## config.mk

```make
export PLATFORM = sky130hd
export DESIGN_NAME = fetch_unit
export DESIGN_NICKNAME = d
export VERILOG_FILES = /design/src/rtl/rv32i_pkg.sv /design/src/rtl/fetch_queue.sv /design/src/rtl/fetch_unit.sv
export SDC_FILE = /design/constraint.sdc
export NUM_CORES = 1
export LEC_CHECK = 0
export BUFFER_PORTS_ARGS = -buffer_cell sky130_fd_sc_hd__buf_4
export CAP_MARGIN = 20
export CORE_UTILIZATION = 57
export CTS_BUF_LIST = sky130_fd_sc_hd__clkbuf_4
export DETAILED_ROUTE_END_ITERATION = 8
export PLACE_DENSITY = 0.92
export SLEW_MARGIN = 20
export SYNTH_ARGS = -nofsm -noshare
export SYNTH_HDL_FRONTEND = slang
export SYNTH_HIERARCHICAL = 1
export SYNTH_SLANG_ARGS = --single-unit
```

## constraint.sdc

```tcl
create_clock -name clk -period 3.7 [get_ports clk]
set_clock_uncertainty 0.1 [all_clocks]
set_input_delay 0.37 -clock clk [delete_from_list [all_inputs] [get_ports clk]]
set_output_delay 0.37 -clock clk [all_outputs]
set_load 0.1 [all_outputs]
```

## src/rtl/rv32i_pkg.sv

```systemverilog
// Shared RV32I definitions used by the fetch stage and the decoder.
// Holds architectural widths, opcode constants and the fetch queue entry type.
package rv32i_pkg;

  localparam int XLEN = 32;
  localparam int ILEN = 32;

  localparam logic [ILEN-1:0] NOP_INSTR = 32'h0000_0013;

  localparam logic [6:0] OPC_LUI      = 7'b0110111;
  localparam logic [6:0] OPC_AUIPC    = 7'b0010111;
  localparam logic [6:0] OPC_JAL      = 7'b1101111;
  localparam logic [6:0] OPC_JALR     = 7'b1100111;
  localparam logic [6:0] OPC_BRANCH   = 7'b1100011;
  localparam logic [6:0] OPC_LOAD     = 7'b0000011;
  localparam logic [6:0] OPC_STORE    = 7'b0100011;
  localparam logic [6:0] OPC_OP_IMM   = 7'b0010011;
  localparam logic [6:0] OPC_OP       = 7'b0110011;
  localparam logic [6:0] OPC_MISC_MEM = 7'b0001111;
  localparam logic [6:0] OPC_SYSTEM   = 7'b1110011;

  typedef struct packed {
    logic [XLEN-1:0] pc;
    logic            filled;
    logic [ILEN-1:0] instr;
  } fetch_entry_t;

  // Instruction fetches are always word aligned; the low two bits are dropped.
  function automatic logic [XLEN-1:0] word_align(input logic [XLEN-1:0] addr);
    return addr & 32'hFFFF_FFFC;
  endfunction

endpackage

```

## src/rtl/fetch_queue.sv

```systemverilog
// Circular buffer of fetch entries: allocated at request time, filled in order
// by memory responses, popped by decode. Flush empties it in one cycle.
module fetch_queue
  import rv32i_pkg::*;
#(
  parameter int DEPTH = 2
) (
  input  logic                         clk,
  input  logic                         rst_n,
  input  logic                         alloc,
  input  logic [XLEN-1:0]              alloc_pc,
  input  logic                         fill,
  input  logic [ILEN-1:0]              fill_data,
  input  logic                         pop,
  input  logic                         flush,
  output logic                         head_filled,
  output logic [XLEN-1:0]              head_pc,
  output logic [ILEN-1:0]              head_instr,
  output logic [$clog2(DEPTH+1)-1:0]   count
);

  localparam int PW = (DEPTH > 1) ? $clog2(DEPTH) : 1;
  localparam int CW = $clog2(DEPTH + 1);

  fetch_entry_t  entries_r [DEPTH];
  logic [PW-1:0] head_ptr_r;
  logic [PW-1:0] tail_ptr_r;
  logic [PW-1:0] fill_ptr_r;
  logic [CW-1:0] count_r;

  function automatic logic [PW-1:0] ptr_inc(input logic [PW-1:0] ptr);
    if (ptr == PW'(DEPTH - 1)) begin
      return {PW{1'b0}};
    end else begin
      return ptr + PW'(1'b1);
    end
  endfunction

  // Entry storage, pointers and occupancy; flush overrides every other update.
  always_ff @(posedge clk or negedge rst_n) begin
    if (!rst_n) begin
      head_ptr_r <= {PW{1'b0}};
      tail_ptr_r <= {PW{1'b0}};
      fill_ptr_r <= {PW{1'b0}};
      count_r    <= {CW{1'b0}};
      for (int i = 0; i < DEPTH; i++) begin
        entries_r[i] <= '{pc: {XLEN{1'b0}}, filled: 1'b0, instr: {ILEN{1'b0}}};
      end
    end else if (flush) begin
      head_ptr_r <= {PW{1'b0}};
      tail_ptr_r <= {PW{1'b0}};
      fill_ptr_r <= {PW{1'b0}};
      count_r    <= {CW{1'b0}};
      for (int i = 0; i < DEPTH; i++) begin
        entries_r[i].filled <= 1'b0;
      end
    end else begin
      if (alloc) begin
        entries_r[tail_ptr_r] <= '{pc: alloc_pc, filled: 1'b0, instr: NOP_INSTR};
        tail_ptr_r            <= ptr_inc(tail_ptr_r);
      end
      // Fill and pop never target the same entry: pop needs it filled, fill needs it empty.
      if (fill) begin
        entries_r[fill_ptr_r].filled <= 1'b1;
        entries_r[fill_ptr_r].instr  <= fill_data;
        fill_ptr_r                   <= ptr_inc(fill_ptr_r);
      end
      if (pop) begin
        entries_r[head_ptr_r].filled <= 1'b0;
        head_ptr_r                   <= ptr_inc(head_ptr_r);
      end
      case ({alloc, pop})
        2'b10:   count_r <= count_r + CW'(1'b1);
        2'b01:   count_r <= count_r - CW'(1'b1);
        default: count_r <= count_r;
      endcase
    end
  end

  // Head view is zeroed unless the head holds a returned instruction.
  always_comb begin
    head_filled = entries_r[head_ptr_r].filled;
    if (head_filled) begin
      head_pc    = entries_r[head_ptr_r].pc;
      head_instr = entries_r[head_ptr_r].instr;
    end else begin
      head_pc    = {XLEN{1'b0}};
      head_instr = {ILEN{1'b0}};
    end
  end

  assign count = count_r;

endmodule

```

## src/rtl/fetch_unit.sv

```systemverilog
// RV32I instruction fetch stage: owns the PC, issues in-order word requests,
// and hands returned words to decode; redirects flush and drop stale responses.
module fetch_unit
  import rv32i_pkg::*;
#(
  parameter logic [31:0] RESET_PC = 32'h0000_0000,
  parameter int          DEPTH    = 2
) (
  input  logic        clk,
  input  logic        rst_n,
  output logic        imem_req_valid,
  input  logic        imem_req_ready,
  output logic [31:0] imem_req_addr,
  input  logic        imem_rsp_valid,
  input  logic [31:0] imem_rsp_data,
  input  logic        redirect_valid,
  input  logic [31:0] redirect_pc,
  output logic        instr_valid,
  input  logic        instr_ready,
  output logic [31:0] instr,
  output logic [31:0] instr_pc,
  output logic [31:0] instr_pc_plus4
);

  localparam int CW = $clog2(DEPTH + 1);

  logic [XLEN-1:0] fetch_pc_r;
  logic [CW-1:0]   drop_cnt_r;
  logic [CW-1:0]   pend_r;
  logic [CW-1:0]   count_s;
  logic [CW:0]     inflight_s;
  logic [CW:0]     outstanding_s;
  logic            req_fire_s;
  logic            rsp_drop_s;
  logic            rsp_fill_s;
  logic            pop_s;
  logic            head_filled_s;
  logic [XLEN-1:0] head_pc_s;
  logic [ILEN-1:0] head_instr_s;

  // Credit check, handshake decode and response steering.
  always_comb begin
    inflight_s    = {1'b0, count_s} + {1'b0, drop_cnt_r};
    outstanding_s = {1'b0, pend_r} + {1'b0, drop_cnt_r};
    if (rst_n && !redirect_valid && (inflight_s < (CW+1)'(DEPTH))) begin
      imem_req_valid = 1'b1;
    end else begin
      imem_req_valid = 1'b0;
    end
    req_fire_s = imem_req_valid && imem_req_ready;
    rsp_drop_s = imem_rsp_valid && (drop_cnt_r != {CW{1'b0}});
    rsp_fill_s = imem_rsp_valid && (drop_cnt_r == {CW{1'b0}}) && !redirect_valid;
    pop_s      = head_filled_s && instr_ready && !redirect_valid;
  end

  // PC, live-pending and drop counters; a redirect overrides all other updates.
  always_ff @(posedge clk or negedge rst_n) begin
    if (!rst_n) begin
      fetch_pc_r <= word_align(RESET_PC);
      drop_cnt_r <= {CW{1'b0}};
      pend_r     <= {CW{1'b0}};
    end else if (redirect_valid) begin
      fetch_pc_r <= word_align(redirect_pc);
      pend_r     <= {CW{1'b0}};
      // The response landing this cycle is already accounted for by being dropped now.
      if (imem_rsp_valid && (outstanding_s != {(CW+1){1'b0}})) begin
        drop_cnt_r <= CW'(outstanding_s - (CW+1)'(1'b1));
      end else begin
        drop_cnt_r <= CW'(outstanding_s);
      end
    end else begin
      if (req_fire_s) begin
        fetch_pc_r <= fetch_pc_r + 32'd4;
      end
      if (rsp_drop_s) begin
        drop_cnt_r <= drop_cnt_r - CW'(1'b1);
      end
      case ({req_fire_s, rsp_fill_s})
        2'b10:   pend_r <= pend_r + CW'(1'b1);
        2'b01:   pend_r <= pend_r - CW'(1'b1);
        default: pend_r <= pend_r;
      endcase
    end
  end

  fetch_queue #(
    .DEPTH (DEPTH)
  ) u_queue (
    .clk         (clk),
    .rst_n       (rst_n),
    .alloc       (req_fire_s),
    .alloc_pc    (fetch_pc_r),
    .fill        (rsp_fill_s),
    .fill_data   (imem_rsp_data),
    .pop         (pop_s),
    .flush       (redirect_valid),
    .head_filled (head_filled_s),
    .head_pc     (head_pc_s),
    .head_instr  (head_instr_s),
    .count       (count_s)
  );

  // Decode-facing outputs come straight from queue storage.
  always_comb begin
    imem_req_addr = fetch_pc_r;
    instr_valid   = head_filled_s;
    instr         = head_instr_s;
    instr_pc      = head_pc_s;
    if (head_filled_s) begin
      instr_pc_plus4 = head_pc_s + 32'd4;
    end else begin
      instr_pc_plus4 = 32'd0;
    end
  end

endmodule

```

**Word-level counts from Yosys, hierarchy flattened**

Index checks and enable logic that the tools add are counted.

- Bitwise operators: 3
- Multiplexer cells: 44
- Magnitude comparators: 7
- Eq/ne operators: 4
- $add $sub $neg: 13
- Reductions and logical operators: 22

Operators by type and width:

| cell | count |
|---|---|
| 2-to-1 mux 130 bit | 5 |
| bitwise mux 130 bit | 4 |
| demux 65 bit (select 1 bit) | 4 |
| 2-to-1 mux 65 bit | 4 |
| 2-to-1 mux 32 bit | 6 |
| 2-to-1 mux 33 bit | 2 |
| adder 32 x 3 -> 32 bit (second input constant) | 2 |
| logical AND 1 bit | 12 |
| 2-to-1 mux 1 bit | 12 |
| 2-to-1 mux 2 bit | 5 |
| nonzero test 2 bit | 5 |
| nonzero test 3 bit | 3 |
| case mux 2 bit (2 select lines) | 2 |
| subtractor 2 x 1 -> 2 bit (second input constant) | 4 |
| adder 2 x 2 -> 3 bit | 2 |
| >= comparator 2 bit (second input constant) | 3 |
| less-than comparator 2 x 1 -> 1 bit (second input constant) | 3 |
| inverter 1 -> 2 bit | 3 |
| adder 2 x 1 -> 2 bit (second input constant) | 2 |
| equality test 2 x 1 -> 1 bit (second input constant) | 2 |
| equality test 2 bit (second input constant) | 2 |
| adder 1 bit (second input constant) | 3 |
| less-than comparator 3 x 2 -> 1 bit (second input constant) | 1 |
| zero test 2 bit | 1 |
| zero test 1 bit | 1 |

- Flip-flop bits (word level): 171
- Logic and storage cells: 106

**Logic depth before layout (Yosys ltp)**

Gate-level depths: netlist of the first run.

- Word-level depth: 15
- Mapped depth: 12

**Hierarchy**

Netlist of the first run, hierarchy kept.

By module, submodules not included:

| module | sequential area each (sq um) | cells each | area an instance (sq um) | instances |
|---|---|---|---|---|
| fetch_queue | 3378.2 | 460 | 5968.2 | 1 |
| fetch_unit | 850.8 | 374 | 3020.4 | 1 |

**Worst setup path after synthesis of the first run**

No wires, ideal clock.

- Path type: flip-flop to output port
- Start point: register u_queue.head_ptr_r
- End point: output instr_pc_plus4[13]
- Required time: 3.230 ns
- Stages on the path, launching flop included: 10
- Path slack: -2.523 ns
- Buffers on the path: 3
- Data arrival time: 5.753 ns
- Cell sequence: dfrtp_1 -> buf_2 -> buf_2 -> buf_2 -> mux2i_1 -> nor2_1 -> and4_1 -> nand4_1 -> or3_1 -> a21boi_0

- Cells in the longest elaborated chain, start to end: 7

RTL lines:

| what | RTL line | text |
|---|---|---|
| from (decl) | fetch_queue.sv:26 | `logic [PW-1:0] head_ptr_r;` |
| from (signal assigned) | fetch_queue.sv:42 | `head_ptr_r <= {PW{1'b0}};` |
| from (signal assigned) | fetch_queue.sv:50 | `head_ptr_r <= {PW{1'b0}};` |
| from (signal assigned) | fetch_queue.sv:70 | `head_ptr_r <= ptr_inc(head_ptr_r);` |
| inverter 1 -> 2 bit (not written as such) | fetch_queue.sv:82, fetch_queue.sv:84 |  |
| 2-to-1 mux 65 bit (not written as such) (3 in a row) | fetch_queue.sv:82 | `head_filled = entries_r[head_ptr_r].filled;` |
| 2-to-1 mux 32 bit | fetch_queue.sv:83 | `if (head_filled) begin` |
| net instr_pc[4] | fetch_unit.sv:21 | `output logic [31:0] instr_pc,` |
| adder 32 x 3 -> 32 bit | fetch_unit.sv:110 | `instr_pc_plus4 = head_pc_s + 32'd4;` |
| 2-to-1 mux 32 bit | fetch_unit.sv:109 | `if (head_filled_s) begin` |
| to (decl) | fetch_unit.sv:22 | `output logic [31:0] instr_pc_plus4` |

The timed path passes the listed nets, and every way through them passes these cells. The select of a mux whose other input is x is not followed.

**Worst setup path in the final report of the first run**

- Start point: register u_queue.head_ptr_r
- End point: output instr_pc_plus4[27]

- Cells in the longest elaborated chain, start to end: 7

RTL lines:

| what | RTL line |
|---|---|
| inverter 1 -> 2 bit (not written as such) (*) | fetch_queue.sv:82, fetch_queue.sv:84 |
| 2-to-1 mux 65 bit (not written as such) (*) (3 in a row) | fetch_queue.sv:82 |
| 2-to-1 mux 32 bit | fetch_queue.sv:83 |
| adder 32 x 3 -> 32 bit | fetch_unit.sv:110 |
| 2-to-1 mux 32 bit (*) | fetch_unit.sv:109 |

Mark *: on every way between the ends. The rest lies on a longest branch, timed or not. The select of a mux whose other input is x is not followed.

==> results.toml, run 1 <==
[run_status]
status = "finished, violations left"
violations = "negative setup slack"

[pwr]
p_leak_nw = 5.663
p_seq_share_pct = 43.2
comb_power_share_pct = 39.4
ir_worst_vdd_v = 0.0003925
swShare_pct = 42.98
powerDensity_mw_per_mm2 = 528.1
switchingPower_mw = 2.812
power.share.clock_pct = 17.4
p_int_mw = 3.730

[finish]
multi_input_area_sq_mm = 0.004863
fin_nets = 1184
area_delta_synth_final_pct = 37.82
n_fill_cell = 754
drive_above_1_share_pct = 37.23
stdcell_count = 1332
ff_latch_area_sq_mm = 0.004233

[worst_setup_path]
path_max_fanout = 7
setup.worst_path.start = "u_queue/head_ptr_r"
cp-start-kind = "register"
cp-end-kind = "output pin"
cp.arrival_ns = 3.56
r2r-start = "drop_cnt_r[0]"
crit_type = "register to output pin"
critical_path_required_ns = 3.23

[routing]
route.detailed.drc = 0
viasPerCell = 6.520
drt_pass1_iterations = 6
drt_first_iter_violations = 1029
ant_nets = 0
routed_wl_um = 31970
vias = 8684
wire_per_inst_um = 24.00

[timing]
max_freq_mhz = 247.9
tightestPinTransition_ns = 1.002
fin_crit_sh_pct = 109.0
fin_crit_ns = 4.034
slew_viol_final = 0
final_hold_viol_count = 0
holdWs_ns = 0.07448
fin_tns_setup_ns = -2.648
setup_slack_ns = -0.3337
setup_viol = 16
slew_headroom_pct = 33.10
rsz0062_at_grt = "true"

[global_route]
grt_first_pass_wirelength_um = 43100
use_met2_pct = 56.06
gr-max-usage-layer = "met2"
antenna_found_initial = 1
first_global_vias = 8085
met1_usage_pct = 44.02
grt_util_met3_pct = 7.873
grt_max_degree = 170
track_usage_pct = 34.78
gr-total-overflow = 0

[logic_synthesis]
synth_top_area_share_pct = 47.05
synth_top_area_cell = "dfrtp_1"
synth-main-ff-cell = "dfrtp_1"
synth.most_common_cell = "dfrtp_1"
synth_cells = 834
ys_ff_latch = 169
netlist_area_sq_mm = 0.008989
ys_warn_count = 6
synth_edf_count = 0
synth.distinct_cells = 65
avgSynthCellArea_sq_um = 10.78
synthArstFlopShare_pct = 100.0
synthTopCellsByArea = "dfrtp_1 47%, mux2_2 8.0%, mux2i_1 7.9%"
synth_common_cells = "169 x dfrtp_1, 92 x nor2_1, 71 x mux2i_1, 64 x mux2_2, 59 x a22o_1"
ys_seq_area_share_pct = 47.05

[clock_network]
clock-sinks = 169
cts_root_buffer = "clkbuf_4"
cts_made_buffers = 17
clock_latency_ns = 0.64
clkTransAtPathRegs_ns = 0.15
cts.path.max_buffers = 2
cts_max_level = 4
cts_tree = "yes"

[min_path]
hold_class = "input pin to register"
worstHoldStart = "redirect_pc[23]"

[placed_design]
io_buffers = 195
gp_congestion = 0.9346
pre_cts_ws_ns = 0.2375
dpl.hpwl_um = 17140
dp_cells = 1211

[floorplan]
io_pins = 200
row_count = 45
design.die.area_sq_mm = 0.01628
fp.dieH_um = 127.6
die_width_um = 127.6
start_util_pct = 58.69
fp.coreArea_sq_mm = 0.01531

[run]
maxCapViolations = 0
==> flip-flops by register name (all words and copies together) (netlist names) <==
register,flops
u_queue/entries_r,130
imem_req_addr,30
drop_cnt_r,2
pend_r,2
u_queue/count,2
u_queue/fill_ptr_r,1
u_queue/head_ptr_r,1
u_queue/tail_ptr_r,1
==> metrics by stage <==
step                      utilization, %  area (sq um)  power, mW
after global routing               80.89         12390      6.751
after global placement             71.67         10980      5.013
final                              80.89         12390      6.542
after detailed placement           71.68         10980      5.117
after floorplan                        -          9350      4.518
after CTS                          78.56         12030      6.268
==> layer usage <==
| metal | vias up | share of wire, % |
|---|---|---|
| met2 | 667 | 48 |
| met1 | 4246 | 36 |
| li1 | 3577 | - |
| met4 | 0 | 6.2 |
| met5 | - | 0 |
| met3 | 194 | 9.7 |
==> cell families (layout without fill, tap and decap cells) <==
logic type | Yosys count | in the layout | synth area share [%]
muxes | 136 | 136 | 16.05
other | 1 | 7 | 0.04172
xor gates and xnor gates | 32 | 32 | 3.118
DFF | 169 | 169 | 47.05
AOI/OAI and AO/OA | 139 | 139 | 12.14
and+or+nand+nor | 282 | 282 | 16.76
adders and majority gates | 7 | 7 | 1.141
buffers and inverters | 68 | 349 | 3.702
==> final cells by class <==
class | instances | area share (%)
Antenna cell | 1 | 0.02020
Clock inverter | 14 | 1.182
Sequential cell | 169 | 34.17
Inverter | 16 | 0.5050
Clock buffer | 18 | 1.091
Tap cell | 211 | 2.131
Multi-Input combinational cell | 602 | 39.26
Timing Repair Buffer | 301 | 21.64
==> cells in the final DEF, fill, tap and decap left out, types with 23 or more instances in the layout <==
cell type / Yosys / final
dlygate4sd3_1: 0 / 63
nand3_1: 31 / 27
nor2_4: 0 / 23
nand2_1: 48 / 47
xnor2_1: 27 / 23
a22o_1: 59 / 59
buf_4: 6 / 212
nor2_1: 92 / 63
dfrtp_1: 169 / 168
mux2_2: 64 / 44
mux2i_1: 71 / 70
==> power groups by stage <==
stage	registers [mW]	logic [mW]	clock network, mW
after floorplan	2.92	1.60	0
after global placement	2.74	2.28	0
after detailed placement	2.77	2.35	0
after CTS	2.74	2.42	1.11
after global routing	2.85	2.69	1.20
final	2.83	2.58	1.14
==> worst paths after layout <==
path | endpoint | slack, ns | depth (start not counted)
worst min register to register | u_queue/entries_r[0] | 0.41 | 1
worst min-delay path | imem_req_addr[23] | 0.07 | 4
min in group asynchronous | u_queue/entries_r[41] | 0.30 | 3
worst max register to register | u_queue/entries_r[87] | 0.45 | 10
worst max-delay path | instr_pc_plus4[27] | -0.33 | 10
max in group asynchronous | u_queue/head_ptr_r | 2.32 | 3
==> what timing repair did <==
action                                  in CTS  in global routing
buffers inserted                             7                 16
hold endpoints to repair                   263                  0
hold buffers                                63                  0
resized for setup                           22                 36
pin swaps                                    6                 14
endpoints found under the setup margin      15                 18
gates cloned                                 0                  2
==> critical path, cell delays in order (launching register included) <==
cell	delay (ns)
dfrtp_4	0.55
mux2i_4	0.27
buf_12	0.20
nor2_4	0.17
nand4_1	0.20
nor4_4	0.33
buf_4	0.21
nor4b_2	0.34
xor2_1	0.26
and2_4	0.20
buf_8	0.20
Power figures use the tool's default switching activity.
==> inputs of run 2 (changes only) <==
--- a/config.mk
+++ b/config.mk
@@ -7,10 +7,10 @@
 export LEC_CHECK = 0
 export BUFFER_PORTS_ARGS = -buffer_cell sky130_fd_sc_hd__buf_4
 export CAP_MARGIN = 20
-export CORE_UTILIZATION = 57
+export CORE_UTILIZATION = 60
 export CTS_BUF_LIST = sky130_fd_sc_hd__clkbuf_4
 export DETAILED_ROUTE_END_ITERATION = 8
-export PLACE_DENSITY = 0.92
+export PLACE_DENSITY = 0.95
 export SLEW_MARGIN = 20
 export SYNTH_ARGS = -nofsm -noshare
 export SYNTH_HDL_FRONTEND = slang
==> constraint.sdc (replaced) <==
create_clock -name clk -period 4.9 [get_ports clk]
set_clock_uncertainty 0.1 [all_clocks]
set_input_delay 0.49 -clock clk [delete_from_list [all_inputs] [get_ports clk]]
set_output_delay 0.49 -clock clk [all_outputs]
set_load 0.1 [all_outputs]
==> run 2 against run 1 <==
Net effect:
- the run now ends clean
- critical endpoint is now instr_pc_plus4[31]
- critical path depth decreased by 1
- sequential power decreased by 27%
- die area down 4.9%
- sequential cell count did not move
- hold slack got worse by 0.055 ns
- highest routed layer unchanged
==> results.toml, run 2 (synthesis gave the netlist of run 1 again) <==
[worst_setup_path]
crit_chain = "mux2i_4 > buf_4 > nor2_1 > and4_1 > and3_1 > nand4_1 > xnor2_1 > and2_1 > buf_4"
critical_path_required_ns = 4.31
path_max_fanout = 42
worst_path_largest_cell_delay_ns = 0.78
r2r-start = "u_queue/head_ptr_r"
cpMaxStageDelayCell = "dfrtp_4"
rrSetupSlack_ns = 1.16
cp-end-kind = "output pin"
cp.arrival_ns = 4.04
reg2reg_depth = 7
r2r-end = "u_queue/count[1]"
crit_top_cell = "buf_4"
crit_type = "register to output pin"
cp-start-kind = "register"

[finish]
fin_nets = 1127
n_fill_cell = 890
final_core_util_pct = 77.28
largest_reg_flops = 130
mostFrequentLayoutCell = "buf_4"
multi_input_area_sq_mm = 0.004514
area_delta_synth_final_pct = 25.43
regMostFlops = "u_queue/entries_r"
ff_latch_area_sq_mm = 0.004233
drive_above_1_share_pct = 32.36
final_cell_mix = "207 x buf_4, 168 x dfrtp_1, 74 x nor2_1, 70 x mux2i_1, 64 x mux2_2"
design_area_sq_mm = 0.01127

[clock_network]
cts_max_level = 4
clkTransAtPathRegs_ns = 0.15
cts.path.max_buffers = 2
cts_made_buffers = 17
clock_latency_ns = 0.60
postCtsSetupBuffers = 0
cts_resized = 0
clock-sinks = 169
cts_root_buffer = "clkbuf_4"
cts_tree = "yes"

[global_route]
grt_first_pass_wirelength_um = 40240
antenna_found_initial = 1
gr-total-overflow = 0
first_global_vias = 7862
track_usage_pct = 32.85
grt_max_degree = 76

[timing]
slew_viol_final = 0
holdWs_ns = 0.01934
max_freq_mhz = 215.9
slew_headroom_pct = 26.92
fin_tns_setup_ns = 0
tightestPinTransition_ns = 1.092
fin_crit_ns = 4.631
final_hold_viol_count = 0
setup_viol = 0
rsz0062_at_grt = "false"
setup_slack_ns = 0.2693
fin_crit_sh_pct = 94.50

[run]
maxCapViolations = 0

[placed_design]
dpl_cell_area_sq_mm = 0.01060
io_buffers = 195
gp_congestion = 0.8736
dpl.hpwl_um = 17150
pre_cts_ws_ns = 0.8976

[routing]
vias = 7849
ant_nets = 0
route.detailed.drc = 0
drt_pass1_iterations = 6
wire_per_inst_um = 20.63
drt_first_iter_violations = 750
routed_wl_um = 25750
viasPerCell = 6.289

[min_path]
hold_class = "input pin to register"
holdPathStages = 2
hold_path_end = "u_queue/entries_r[14]"
worstHoldStart = "imem_rsp_data[14]"

[floorplan]
die_width_um = 124.4
io_pins = 200
fp.dieH_um = 124.4
design.die.area_sq_mm = 0.01547
start_util_pct = 61.61
fp.coreArea_sq_mm = 0.01459
row_count = 44

[pwr]
powerDensity_mw_per_mm2 = 413.2
p_leak_nw = 5.184
ir_worst_vdd_v = 0.0002785

[run_status]
status = "complete, no violations"
run 2: cell types whose count changed in the layout (fill, tap and decap cells not counted), sizes merged:
cell / before / now
dlygate4sd3: 63 / 36
clkinvlp: 3 / 2
clkbuf: 20 / 17
inv: 20 / 25
buf: 236 / 208
clkinv: 5 / 2
run 2: metal layers:
metal / global-route usage, % / up-vias / share of wire, %
li1: - / 3452 / -
met1: 42.33 / 3830 / 40
met2: 54.08 / 481 / 49
met3: 5.713 / 86 / 7.8
met4: 15.31 / 0 / 3.6
met5: 0 / - / 0
run 2: power by group:
group	switching, mW	internal, mW	total (mW)
Clock	0.544	0.326	0.870
Combinational	1.09	0.628	1.72
Sequential	0.301	1.77	2.07
Total	1.94	2.72	4.66
run 2: worst max-delay path by stage:
stage	slack, ns	cells past startpoint	from	to
5_1_grt	0.04	9	u_queue/head_ptr_r	instr_pc_plus4[29]
6_report	0.27	9	u_queue/head_ptr_r	instr_pc_plus4[31]
2_1_floorplan	0.005	10	u_queue/head_ptr_r	instr_pc_plus4[26]
4_1_cts	0.22	9	u_queue/head_ptr_r	instr_pc_plus4[27]
3_5_place_dp	0.90	9	u_queue/head_ptr_r	instr_pc_plus4[27]
3_3_place_gp	0.96	9	u_queue/head_ptr_r	instr_pc_plus4[27]
run 2: critical path: cells and delay by family (launching register included):
kind / cells / cell delay (ns)
and+or+nand+nor: 5 / 1.02
buffers and inverters: 2 / 0.83
DFF: 1 / 0.78
muxes: 1 / 0.67
xor gates and xnor gates: 1 / 0.13
run 2: timing repair:
item	CTS	global route
endpoints found under the setup margin	0	1
hold buffers	23	13
endpoints found under the hold margin	49	15
run 2: per-stage QoR:
step / power, mW / cells
2_1_floorplan: 3.298 / 839
3_3_place_gp: 3.657 / 1179
3_5_place_dp: 3.752 / 1179
4_1_cts: 4.624 / 1234
5_1_grt: 4.868 / 1248
6_report: 4.659 / 1248
run 2: layout make-up:
type,count,area share [%]
Clock inverter,15,1.609
Inverter,16,0.5327
Antenna cell,1,0.02220
Sequential cell,169,37.54
Timing Repair Buffer,244,17.08
Multi-Input combinational cell,602,40.04
Clock buffer,17,1.132
Tap cell,184,2.042
